$ cat config.mk
export PLATFORM = sky130hd
export DESIGN_NAME = vga_pattern_engine
export DESIGN_NICKNAME = d
export VERILOG_FILES = /design/src/rtl/vga_pkg.sv /design/src/rtl/vga_timing_counter.sv /design/src/rtl/vga_pattern_engine.sv
export SDC_FILE = /design/constraint.sdc
export NUM_CORES = 1
export LEC_CHECK = 0
export CAP_MARGIN = 0
export CORE_UTILIZATION = 45
export DETAILED_ROUTE_END_ITERATION = 10
export PLACE_DENSITY_LB_ADDON = 0.05
export SETUP_SLACK_MARGIN = 0.3
export SYNTH_ARGS = -nofsm -noshare
export SYNTH_HDL_FRONTEND = slang
export SYNTH_SLANG_ARGS = --single-unit
$ cat constraint.sdc
create_clock -name clk -period 3.1 [get_ports clk]
set_input_delay 0.62 -clock clk [delete_from_list [all_inputs] [get_ports clk]]
set_output_delay 0.62 -clock clk [all_outputs]
set_load 0.01 [all_outputs]
$ cat src/rtl/vga_pkg.sv
// Shared timing constants, pattern-mode encodings and frame-size helper for the VGA back end.
package vga_pkg;

    localparam int unsigned VGA_CLK_DIV  = 4;
    localparam int unsigned VGA_H_ACTIVE = 640;
    localparam int unsigned VGA_H_FP     = 16;
    localparam int unsigned VGA_H_SYNC   = 96;
    localparam int unsigned VGA_H_BP     = 48;
    localparam int unsigned VGA_V_ACTIVE = 480;
    localparam int unsigned VGA_V_FP     = 10;
    localparam int unsigned VGA_V_SYNC   = 2;
    localparam int unsigned VGA_V_BP     = 33;

    localparam logic [1:0] MODE_SOLID  = 2'd0;
    localparam logic [1:0] MODE_BORDER = 2'd1;
    localparam logic [1:0] MODE_BARS   = 2'd2;
    localparam logic [1:0] MODE_CHECK  = 2'd3;

    function automatic int unsigned vga_total(input int unsigned active,
                                              input int unsigned fp,
                                              input int unsigned sync,
                                              input int unsigned bp);
        return active + fp + sync + bp;
    endfunction

endpackage

$ cat src/rtl/vga_timing_counter.sv
// Pixel-tick divider plus horizontal/vertical raster counters and region decode.
module vga_timing_counter
    import vga_pkg::*;
#(
    parameter int unsigned CLK_DIV  = VGA_CLK_DIV,
    parameter int unsigned H_ACTIVE = VGA_H_ACTIVE,
    parameter int unsigned H_FP     = VGA_H_FP,
    parameter int unsigned H_SYNC   = VGA_H_SYNC,
    parameter int unsigned H_BP     = VGA_H_BP,
    parameter int unsigned V_ACTIVE = VGA_V_ACTIVE,
    parameter int unsigned V_FP     = VGA_V_FP,
    parameter int unsigned V_SYNC   = VGA_V_SYNC,
    parameter int unsigned V_BP     = VGA_V_BP
) (
    input  logic        clk,
    input  logic        reset,
    output logic        tick,
    output logic [15:0] h_cnt,
    output logic [15:0] v_cnt,
    output logic        active,
    output logic        hsync_n,
    output logic        vsync_n
);

    localparam int unsigned H_TOTAL = vga_total(H_ACTIVE, H_FP, H_SYNC, H_BP);
    localparam int unsigned V_TOTAL = vga_total(V_ACTIVE, V_FP, V_SYNC, V_BP);
    localparam int unsigned DIV_W   = (CLK_DIV > 1) ? $clog2(CLK_DIV) : 1;

    localparam logic [DIV_W-1:0] DIV_LAST = DIV_W'(CLK_DIV - 1);
    localparam logic [15:0] H_LAST   = 16'(H_TOTAL - 1);
    localparam logic [15:0] V_LAST   = 16'(V_TOTAL - 1);
    localparam logic [15:0] HS_START = 16'(H_ACTIVE + H_FP);
    localparam logic [15:0] HS_END   = 16'(H_ACTIVE + H_FP + H_SYNC);
    localparam logic [15:0] VS_START = 16'(V_ACTIVE + V_FP);
    localparam logic [15:0] VS_END   = 16'(V_ACTIVE + V_FP + V_SYNC);

    logic [DIV_W-1:0] r_div;
    logic [15:0]      r_h;
    logic [15:0]      r_v;

    // With CLK_DIV = 1 the divider sits at 0 and the tick is permanently high.
    assign tick = (r_div == DIV_LAST);

    always_ff @(posedge clk or posedge reset) begin
        if (reset) begin
            r_div <= '0;
        end else if (tick) begin
            r_div <= '0;
        end else begin
            r_div <= r_div + 1'b1;
        end
    end

    always_ff @(posedge clk or posedge reset) begin
        if (reset) begin
            r_h <= '0;
            r_v <= '0;
        end else if (tick) begin
            if (r_h == H_LAST) begin
                r_h <= '0;
                r_v <= (r_v == V_LAST) ? 16'd0 : r_v + 16'd1;
            end else begin
                r_h <= r_h + 16'd1;
            end
        end
    end

    assign h_cnt   = r_h;
    assign v_cnt   = r_v;
    assign active  = (r_h < 16'(H_ACTIVE)) && (r_v < 16'(V_ACTIVE));
    assign hsync_n = !((r_h >= HS_START) && (r_h < HS_END));
    assign vsync_n = !((r_v >= VS_START) && (r_v < VS_END));

endmodule

$ cat src/rtl/vga_pattern_engine.sv
// VGA back end: raster timing, four test patterns and a single aligned output register stage.
module vga_pattern_engine
    import vga_pkg::*;
#(
    parameter int unsigned CLK_DIV  = VGA_CLK_DIV,
    parameter int unsigned H_ACTIVE = VGA_H_ACTIVE,
    parameter int unsigned H_FP     = VGA_H_FP,
    parameter int unsigned H_SYNC   = VGA_H_SYNC,
    parameter int unsigned H_BP     = VGA_H_BP,
    parameter int unsigned V_ACTIVE = VGA_V_ACTIVE,
    parameter int unsigned V_FP     = VGA_V_FP,
    parameter int unsigned V_SYNC   = VGA_V_SYNC,
    parameter int unsigned V_BP     = VGA_V_BP,
    parameter int unsigned SYNC_POL = 0,
    parameter int unsigned COLOR_W  = 4,
    parameter int unsigned BORDER   = 8,
    parameter int unsigned CHK_LOG2 = 5
) (
    input  logic               clk,
    input  logic               reset,
    input  logic [1:0]         mode,
    output logic               hsync,
    output logic               vsync,
    output logic [COLOR_W-1:0] red,
    output logic [COLOR_W-1:0] green,
    output logic [COLOR_W-1:0] blue,
    output logic               video_on,
    output logic [15:0]        pix_x,
    output logic [15:0]        pix_y,
    output logic               pixel_tick,
    output logic               frame_start
);

    localparam int unsigned BAR_W = (H_ACTIVE >= 8) ? H_ACTIVE / 8 : 1;
    localparam logic        SYNC_IDLE = (SYNC_POL == 0) ? 1'b1 : 1'b0;
    localparam logic [COLOR_W-1:0] C_MAX = '1;

    logic        w_tick;
    logic [15:0] w_h;
    logic [15:0] w_v;
    logic        w_active;
    logic        w_hs_n;
    logic        w_vs_n;

    vga_timing_counter #(
        .CLK_DIV  (CLK_DIV),
        .H_ACTIVE (H_ACTIVE),
        .H_FP     (H_FP),
        .H_SYNC   (H_SYNC),
        .H_BP     (H_BP),
        .V_ACTIVE (V_ACTIVE),
        .V_FP     (V_FP),
        .V_SYNC   (V_SYNC),
        .V_BP     (V_BP)
    ) u_timing (
        .clk     (clk),
        .reset   (reset),
        .tick    (w_tick),
        .h_cnt   (w_h),
        .v_cnt   (w_v),
        .active  (w_active),
        .hsync_n (w_hs_n),
        .vsync_n (w_vs_n)
    );

    logic [1:0]  r_mode;
    logic [1:0]  w_mode;
    logic        w_first;
    logic [15:0] w_bar;
    logic [2:0]  w_bar_idx;
    logic        w_edge;
    logic [COLOR_W-1:0] w_r, w_g, w_b;

    // Pixel (0,0) already uses the mode being latched on that same tick.
    assign w_first   = (w_h == 16'd0) && (w_v == 16'd0);
    assign w_mode    = w_first ? mode : r_mode;
    assign w_bar     = w_h / 16'(BAR_W);
    assign w_bar_idx = (w_bar > 16'd7) ? 3'd7 : w_bar[2:0];
    assign w_edge    = (w_h < 16'(BORDER)) || (w_h >= 16'(H_ACTIVE - BORDER)) ||
                       (w_v < 16'(BORDER)) || (w_v >= 16'(V_ACTIVE - BORDER));

    always_comb begin
        w_r = '0;
        w_g = '0;
        w_b = '0;
        if (w_active) begin
            unique case (w_mode)
                MODE_SOLID: begin
                    w_r = C_MAX;
                    w_g = C_MAX;
                    w_b = C_MAX;
                end
                MODE_BORDER: begin
                    if (w_edge) begin
                        w_r = C_MAX;
                        w_g = C_MAX;
                        w_b = C_MAX;
                    end
                end
                MODE_BARS: begin
                    w_r = w_bar_idx[2] ? C_MAX : '0;
                    w_g = w_bar_idx[1] ? C_MAX : '0;
                    w_b = w_bar_idx[0] ? C_MAX : '0;
                end
                MODE_CHECK: begin
                    if (w_h[CHK_LOG2] ^ w_v[CHK_LOG2]) begin
                        w_r = C_MAX;
                        w_g = C_MAX;
                        w_b = C_MAX;
                    end
                end
            endcase
        end
    end

    logic               r_hsync, r_vsync, r_video_on, r_pixel_tick, r_frame_start;
    logic [COLOR_W-1:0] r_red, r_green, r_blue;
    logic [15:0]        r_pix_x, r_pix_y;

    always_ff @(posedge clk or posedge reset) begin
        if (reset) begin
            r_mode        <= MODE_SOLID;
            r_hsync       <= SYNC_IDLE;
            r_vsync       <= SYNC_IDLE;
            r_red         <= '0;
            r_green       <= '0;
            r_blue        <= '0;
            r_video_on    <= 1'b0;
            r_pix_x       <= '0;
            r_pix_y       <= '0;
            r_pixel_tick  <= 1'b0;
            r_frame_start <= 1'b0;
        end else begin
            r_pixel_tick  <= w_tick;
            r_frame_start <= w_tick && w_first;
            if (w_tick) begin
                if (w_first) begin
                    r_mode <= mode;
                end
                r_hsync    <= w_hs_n ? SYNC_IDLE : ~SYNC_IDLE;
                r_vsync    <= w_vs_n ? SYNC_IDLE : ~SYNC_IDLE;
                r_red      <= w_r;
                r_green    <= w_g;
                r_blue     <= w_b;
                r_video_on <= w_active;
                r_pix_x    <= w_h;
                r_pix_y    <= w_v;
            end
        end
    end

    assign hsync       = r_hsync;
    assign vsync       = r_vsync;
    assign red         = r_red;
    assign green       = r_green;
    assign blue        = r_blue;
    assign video_on    = r_video_on;
    assign pix_x       = r_pix_x;
    assign pix_y       = r_pix_y;
    assign pixel_tick  = r_pixel_tick;
    assign frame_start = r_frame_start;

endmodule

[After elaboration in Yosys (flattened, before gate mapping)]
Index checks and enable logic that the tools add are counted.
Word-level totals
  memory bits (read-only): 0
  word-level logic and storage cells: 66
  register bits after elaboration: 85
  latch bits: 0
  memories: 0
  bits in writable memories: 0
  input bits: 4
Cells by class
  shift operators: 0
  reductions and logical operators: 12
  $lt $le $gt $ge: 11
  div/mod/pow operators: 1
  $mul: 0
  $add $sub $neg: 3
  equal/unequal tests: 6
  bitwise logic cells: 1
  muxes and demuxes: 18
Operator list (count)
  case mux 4 bit (4 select lines): 3
  adder 16 x 1 -> 16 bit (second input constant): 2
  == test 16 x 10 -> 1 bit (second input constant): 2
  >= comparator 16 x 10 -> 1 bit (second input constant): 2
  >= comparator 16 x 9 -> 1 bit (second input constant): 2
  logical NOT 16 bit: 2
  < comparator 16 x 10 -> 1 bit (second input constant): 2
  < comparator 16 x 4 -> 1 bit (second input constant): 2
  < comparator 16 x 9 -> 1 bit (second input constant): 2
  2-to-1 mux 16 bit: 2
  2-to-1 mux 4 bit: 8
  divider 16 x 7 -> 16 bit (second input constant): 1
  > comparator 16 x 3 -> 1 bit (second input constant): 1
  == test 2 bit (second input constant): 3
  logical AND 1 bit: 5
  2-to-1 mux 2 bit: 2
  logical OR 1 bit: 3
  2-to-1 mux 3 bit: 1
  adder 2 x 1 -> 2 bit (second input constant): 1
  == test 2 x 1 -> 1 bit (second input constant): 1
  logical NOT 2 bit: 1
  2-to-1 mux 1 bit: 2
  AND reduction 2 bit: 1
  XOR 1 bit: 1

[Depth between registers and ports, before layout]
Gate-level depths: netlist of the first run.
  depth in word-level cells: 7
  gate-level depth with buffers: 15
  mapped depth without buffers: 11

[Cells and area by module]
From an unflattened synthesis of the first run, not the netlist that was laid out.
Unflattened totals
  cell total of the unflattened synthesis: 569
  area, all modules: 5338.9 µm²
Modules (own cells, without submodules)
  vga_pattern_engine: cells each 390, seq. area each 1053.5 µm², area each 3500.9 µm², times used 1
  vga_timing_counter: cells each 179, seq. area each 850.8 µm², area each 1838.0 µm², times used 1

[Least setup slack after synthesis of the first run]
No wires, ideal clock.
  path type: reg-to-reg
  start point: register u_timing.r_h[11] (netlist: u_timing.h_cnt[11])
  end point: register r_blue[2] (netlist: blue[2])
  slack: 0.070 ns
  arrival: 2.898 ns
  buffers on the path: 3
  stages on the path, launching flop included: 15
  data required time: 2.969 ns
  path through: dfrtp_1 -> buf_6 -> buf_6 -> nor3b_1 -> o21ai_1 -> a31o_4 -> a21oi_2 -> o21ai_1 -> and3b_1 -> buf_6 -> or4_4 -> o2111ai_2 -> and2_1 -> o31ai_1 -> or3_1
On the way
  longest elaborated chain between the ends: 7
  elaborated cells on any way between the ends: 21
RTL lines
  start: declaration: RTL line vga_timing_counter.sv:38  | logic [15:0] r_h;
  start signal: assignment: RTL line vga_timing_counter.sv:63  | r_h <= r_h + 16'd1;
  branches (longest 6 deep; another with divider 16 x 7 -> 16 bit)
  2-to-1 mux 4 bit (*): RTL line vga_pattern_engine.sv:86  | if (w_active) begin
  end signal: assignment: RTL line vga_pattern_engine.sv:144  | r_blue <= w_b;
  end: declaration: RTL line vga_pattern_engine.sv:117  | logic [COLOR_W-1:0] r_red, r_green, r_blue;
Mark *: on every way between the ends.
A chain may end at the register's enable or synchronous reset.

[Final worst setup path of the first run]
  start point: register u_timing.r_h[15] (netlist: u_timing.h_cnt[15])
  end point: register r_blue[2] (netlist: blue[2])
Same word-level chain as after synthesis.

==> results.cfg, run 1 <==
[clocking]
hold_buffers = 0
cts_root_buf = clkbuf_8
clock_path_buffers = 2
insertion_delay_ps = 350
cts_tree = built
numClockSinks = 76
clk_pin_slew_ps = 80
cts_buffers = 9
cts_max_level = 3

[drt]
postRouteWirelength_mm = 11.9
dr.pass1.iters = 4
drc_errors = 0
viasPerCell = 5.40
vias = 3939
wl_per_cell_um = 16.3
drt_iter0_drc = 107
antenna_left = 0

[timing]
post-route-min-period_ps = 3160
fin_crit_sh_pct = 102
timing_hold_violations_final = 0
fmax_mhz = 316
fin_skew_ps = 7.93
fin_ws_ps = -62.3
slew_headroom_pct = 56.5
setup_tns_ps = -62.3
tightest_slew_ps = 647
final_max_slew_viol_count = 0
rsz0062_at_grt = true
setup_viol = 1

[logic_synthesis]
synth_fp_nets = 492
synth.area.top_cells = dfrtp_1, mux2_2, xnor2_1
yosysWarnings = 0
synth-edff-count = 0
ys_async_sr_fraction_pct = 100
post-synth-top-count-cell = dfrtp_1
ys_seq_elements = 76
yosysTopAreaCell = dfrtp_1
synth_top_area_share_pct = 40.0
syn_avg_cell_area_um2 = 9.58
yosysSeqAreaShare_pct = 41.2
netlist_instances = 483
synth_flop_cell = dfrtp_1
netlist_area_um2 = 4630
yosysUniqueCellTypes = 75
yosys-top-cells-count = dfrtp_1, nand2_1, nor2_1

[finish]
fin_nets = 600
fin_cells = 729
fin_area_um2 = 6240
post-route-util_pct = 63.3
insertedDiodeCount = 0
layout-drive-gt1-share_pct = 33.4
synthToLayoutAreaGrowth_pct = 35.0

[floorplan]
floorplan.initialDensity_pct = 46.9
die_width_um = 103
coreArea_um2 = 9860
io_pins = 53
die_area_um2 = 10700
rows = 36
die_h_um = 103

[place]
dp_hpwl_mm = 8.19
port_buffers = 52
dp.cells = 690
pre_cts_ws_ps = -218
gp_congestion = 0.892
place_area_um2 = 5560

[critical_path]
critPathMaxFanout = 6
path_class = reg -> reg
start_kind = register
critPathRequiredTime_ps = 3340
ff2ff_path_depth = 13
end_kind = register
arrival_ps = 3400

[power_and_ir_drop]
irDropWorstVdd_mv = 0.225
p_leak_nw = 2.71
p_per_area_nw_per_um2 = 294

[grt]
first_global_vias = 3900
grt_use_total_pct = 23.8
grt_remaining_overflow = 0
antenna_found_initial = 0
grt_max_degree = 60
grt_pass1_wl_mm = 19.3

[worst_hold_path]
hold_class = reg -> reg
hold_depth = 1

[job]
cap_violations = 0

[outcome]
run_status = finished with violations
violations = setup timing
==> sequential cells by signal, summed over array words and instances (netlist names) <==
signal and cells:
green 1, vsync 1, red 1, pixel_tick 1, frame_start 1, u_timing.h_cnt 16, blue 1, pix_x 16
r_mode 2, video_on 1, pix_y 16, hsync 1, u_timing.v_cnt 16, u_timing.r_div 2
==> critical path, cell delays in order (launching register included) <==
cell and delay [ps]:
dfrtp_2 460, buf_6 130, nand2b_1 110, buf_4 130, mux2i_1 220, a31o_4 230, and2_4 170, a21oi_1 90
and3b_2 230, or4_4 540, o2111ai_4 120, and2_4 200, o31ai_1 60, or3_1 360
==> logic make-up after synthesis <==
logic type	after synthesis	share of synthesized area, %
buf+inv	59	6.95
fa+ha+maj	6	1.57
xor+xnor	31	5.87
mux	39	9.36
compound gates	96	14.6
simple gates	176	20.5
flops	76	41.2
==> worst paths after layout <==
check                           slack, ps               start                 to
min in group asynchronous             570               reset          pix_x[12]
worst min-delay path                  430   u_timing.r_div[0]  u_timing.r_div[0]
max in group asynchronous            1820               reset              hsync
worst min register to register        430   u_timing.r_div[0]  u_timing.r_div[0]
worst max register to register        -60  u_timing.h_cnt[15]            blue[2]
worst max-delay path                  -60  u_timing.h_cnt[15]            blue[2]
==> report_power, final <==
group          internal [mW]  leakage (nW)  total, mW  switching (mW)
Clock                  0.374         0.101      0.760           0.386
Sequential             0.995         0.999       1.00         0.00507
Combinational         0.0346          1.61     0.0742          0.0396
==> metal layers <==
layer | wire, um | vias up | GRT usage [%]
met1 | 5660 | 1897 | 32.4
met5 | 0 | - | 0
met3 | 431 | 23 | 5.04
met2 | 5570 | 71 | 36.8
met4 | 229 | 0 | 9.97
li1 | - | 1948 | -
==> final cells by class <==
cell class	instances	area [um2]
fillers	797	3620
multi-input cells	348	2690
flip-flops and latches	76	1910
repair buffers	138	1210
well taps	133	166
clock buffers	10	128
inverters	18	67.6
clock inverters	6	62.6
==> per-stage QoR <==
step | hold slack, ps | total power, mW
after floorplan | 403 | 1.07
after global placement | 419 | 1.10
after detailed placement | 425 | 1.10
after CTS | 437 | 1.86
after global routing | 468 | 1.91
final | 435 | 1.83
==> layout by cell type, fill, tap and decap left out, drive strengths merged, types with 3 or more instances in the layout <==
master and n:
o22ai 5, xor2 5, nor2 38, and3 6
mux2 34, xnor2 26, o21ai 26, nor3 13
or4 4, o211ai 7, nand3 19, and3b 4
nand2 41, clkinv 4, clkdlybuf4s50 52, ha 5
nor3b 3, nand2b 5, and2 6, a21oi 22
nand4 14, clkbuf 10, o2111ai 3, a221oi 3
mux2i 5, nor4 7, inv 19, dfrtp 74
a31oi 5, buf 86
==> timing repair <==
| action | in CTS | in global routing |
|---|---|---|
| setup buffers | 18 | 4 |
| pin swaps | 19 | 15 |
| setup endpoints to repair | 6 | 11 |
| resized for setup | 48 | 27 |
| gates cloned | 1 | 0 |
Power figures use the tool's default switching activity.
==> run 2, diff against run 1 <==
Settings changed: RECOVER_POWER set to 25.
==> results.cfg, run 2 (synthesis gave the netlist of run 1 again) <==
[worst_hold_path]
hold_class = reg -> reg

[critical_path]
critical_path_buf_inv_count = 2
critPathMaxFanout = 6
critPathRequiredTime_ps = 3340
path_delay_family = simple AND/OR/NAND/NOR gates
start_kind = register
arrival_ps = 3400
max_stage_delay_ps = 540
path_class = reg -> reg
crit_chain = buf_6, nand2b_1, buf_4, mux2i_1, a31o_4, and2_4, a21oi_1, and3b_2, or4_4, o2111ai_4, and2_4, o31ai_1, or3_1
end_kind = register
path_common_cell = and2_4
crit_slowest_cell = or4_4

[timing]
rsz0062_at_grt = true
fin_skew_ps = 7.25
fin_ws_ps = -63.4
fin_crit_sh_pct = 102
setup_viol = 1
post-route-min-period_ps = 3160
tightest_slew_ps = 1320
final_max_slew_viol_count = 0
worst_hold_slack_ps = 435
fmax_mhz = 316
timing_hold_violations_final = 0
slew_headroom_pct = 12.3

[job]
cap_violations = 0

[clocking]
hold_buffers = 0
cts_root_buf = clkbuf_8
clock_path_buffers = 2
numClockSinks = 76
cts_buffers = 9
cts_max_level = 3
cts_tree = built
insertion_delay_ps = 350
clk_pin_slew_ps = 80

[finish]
regArea_um2 = 1910
layout-drive-gt1-share_pct = 33.2
mostFrequentLayoutCell = buf_4
fin_nets = 600
synthToLayoutAreaGrowth_pct = 34.6
layout_common_cells = buf_4, dfrtp_1, clkdlybuf4s50_1
insertedDiodeCount = 0
multi_input_comb_area_um2 = 2690
fill_cells = 799

[grt]
grt_remaining_overflow = 0
first_global_vias = 3900
antenna_found_initial = 0
grt_pass1_wl_mm = 19.3
grt_max_degree = 60
grt_use_total_pct = 23.8

[floorplan]
io_pins = 53
die_area_um2 = 10700
die_h_um = 103
floorplan.initialDensity_pct = 46.9
die_width_um = 103
coreArea_um2 = 9860
rows = 36

[drt]
drt_iter0_drc = 116
viasPerCell = 5.42
vias = 3953
dr.pass1.iters = 4
antenna_left = 0
wl_per_cell_um = 16.3
drc_errors = 0
postRouteWirelength_mm = 11.9

[outcome]
run_status = finished with violations
violations = setup timing

[power_and_ir_drop]
total_power_mw = 1.83
p_per_area_nw_per_um2 = 294
irDropWorstVdd_mv = 0.225
p_leak_nw = 2.71

[place]
gp_congestion = 0.892
port_buffers = 52
pre_cts_ws_ps = -218
dp_hpwl_mm = 8.19
[run 2: layout make-up]
type	instances	share of cell area [%]
repair buffers	138	19.3
inverters	18	1.08
flip-flops and latches	76	30.7
clock buffers	10	2.05
multi-input cells	348	43.2
well taps	133	2.67
clock inverters	6	1.00
[run 2: per-layer routing]
| layer | track usage, % | vias to the layer above | wire (um) |
|---|---|---|---|
| met5 | 0 | - | 0 |
| met4 | 9.97 | 0 | 229 |
| met3 | 5.04 | 23 | 432 |
| met2 | 36.8 | 73 | 5600 |
| met1 | 32.4 | 1907 | 5650 |
| li1 | - | 1950 | - |
[run 2: worst paths after layout]
kind,to,start,slack [ps],cells after the start
min in group asynchronous,pix_x[12],reset,800,2
worst max register to register,blue[2],u_timing.h_cnt[15],-60,13
worst min register to register,u_timing.r_div[0],u_timing.r_div[0],430,1
worst max-delay path,blue[2],u_timing.h_cnt[15],-60,13
worst min-delay path,u_timing.r_div[0],u_timing.r_div[0],430,1
max in group asynchronous,u_timing.h_cnt[10],reset,510,3
[run 2: repair_timing]
action                                  4_1_cts  5_1_grt
gates cloned                                  1        0
endpoints found under the setup margin        6       11
gates resized for setup                      48       27
pin swaps                                    19       15
buffers inserted                             18        4
[run 2: worst reg2reg max path: cells and delay by family (launching register included)]
family	cells	cell delay, ps
AO/OA/AOI/OAI	4	500
buffers and inverters	2	260
flip-flops	1	460
multiplexers	1	220
AND/OR/NAND/NOR	6	1610
[run 2: metrics by stage]
| step | utilization [%] | setup TNS (ps) | instance area (um2) | instances |
|---|---|---|---|---|
| global placement | 56.4 | -281 | 5560 | 690 |
| floorplan | - | 0 | 4650 | 483 |
| global route | 63.1 | -401 | 6230 | 729 |
| CTS | 61.8 | -54.5 | 6090 | 725 |
| detailed placement | 56.4 | -328 | 5560 | 690 |
| finish | 63.1 | -63.4 | 6230 | 729 |
[run 2: report_power, final]
part           switching, mW  internal, mW  leakage (nW)
clock                  0.385         0.374         0.101
sequential           0.00507         0.995         0.999
combinational         0.0390        0.0321          1.61
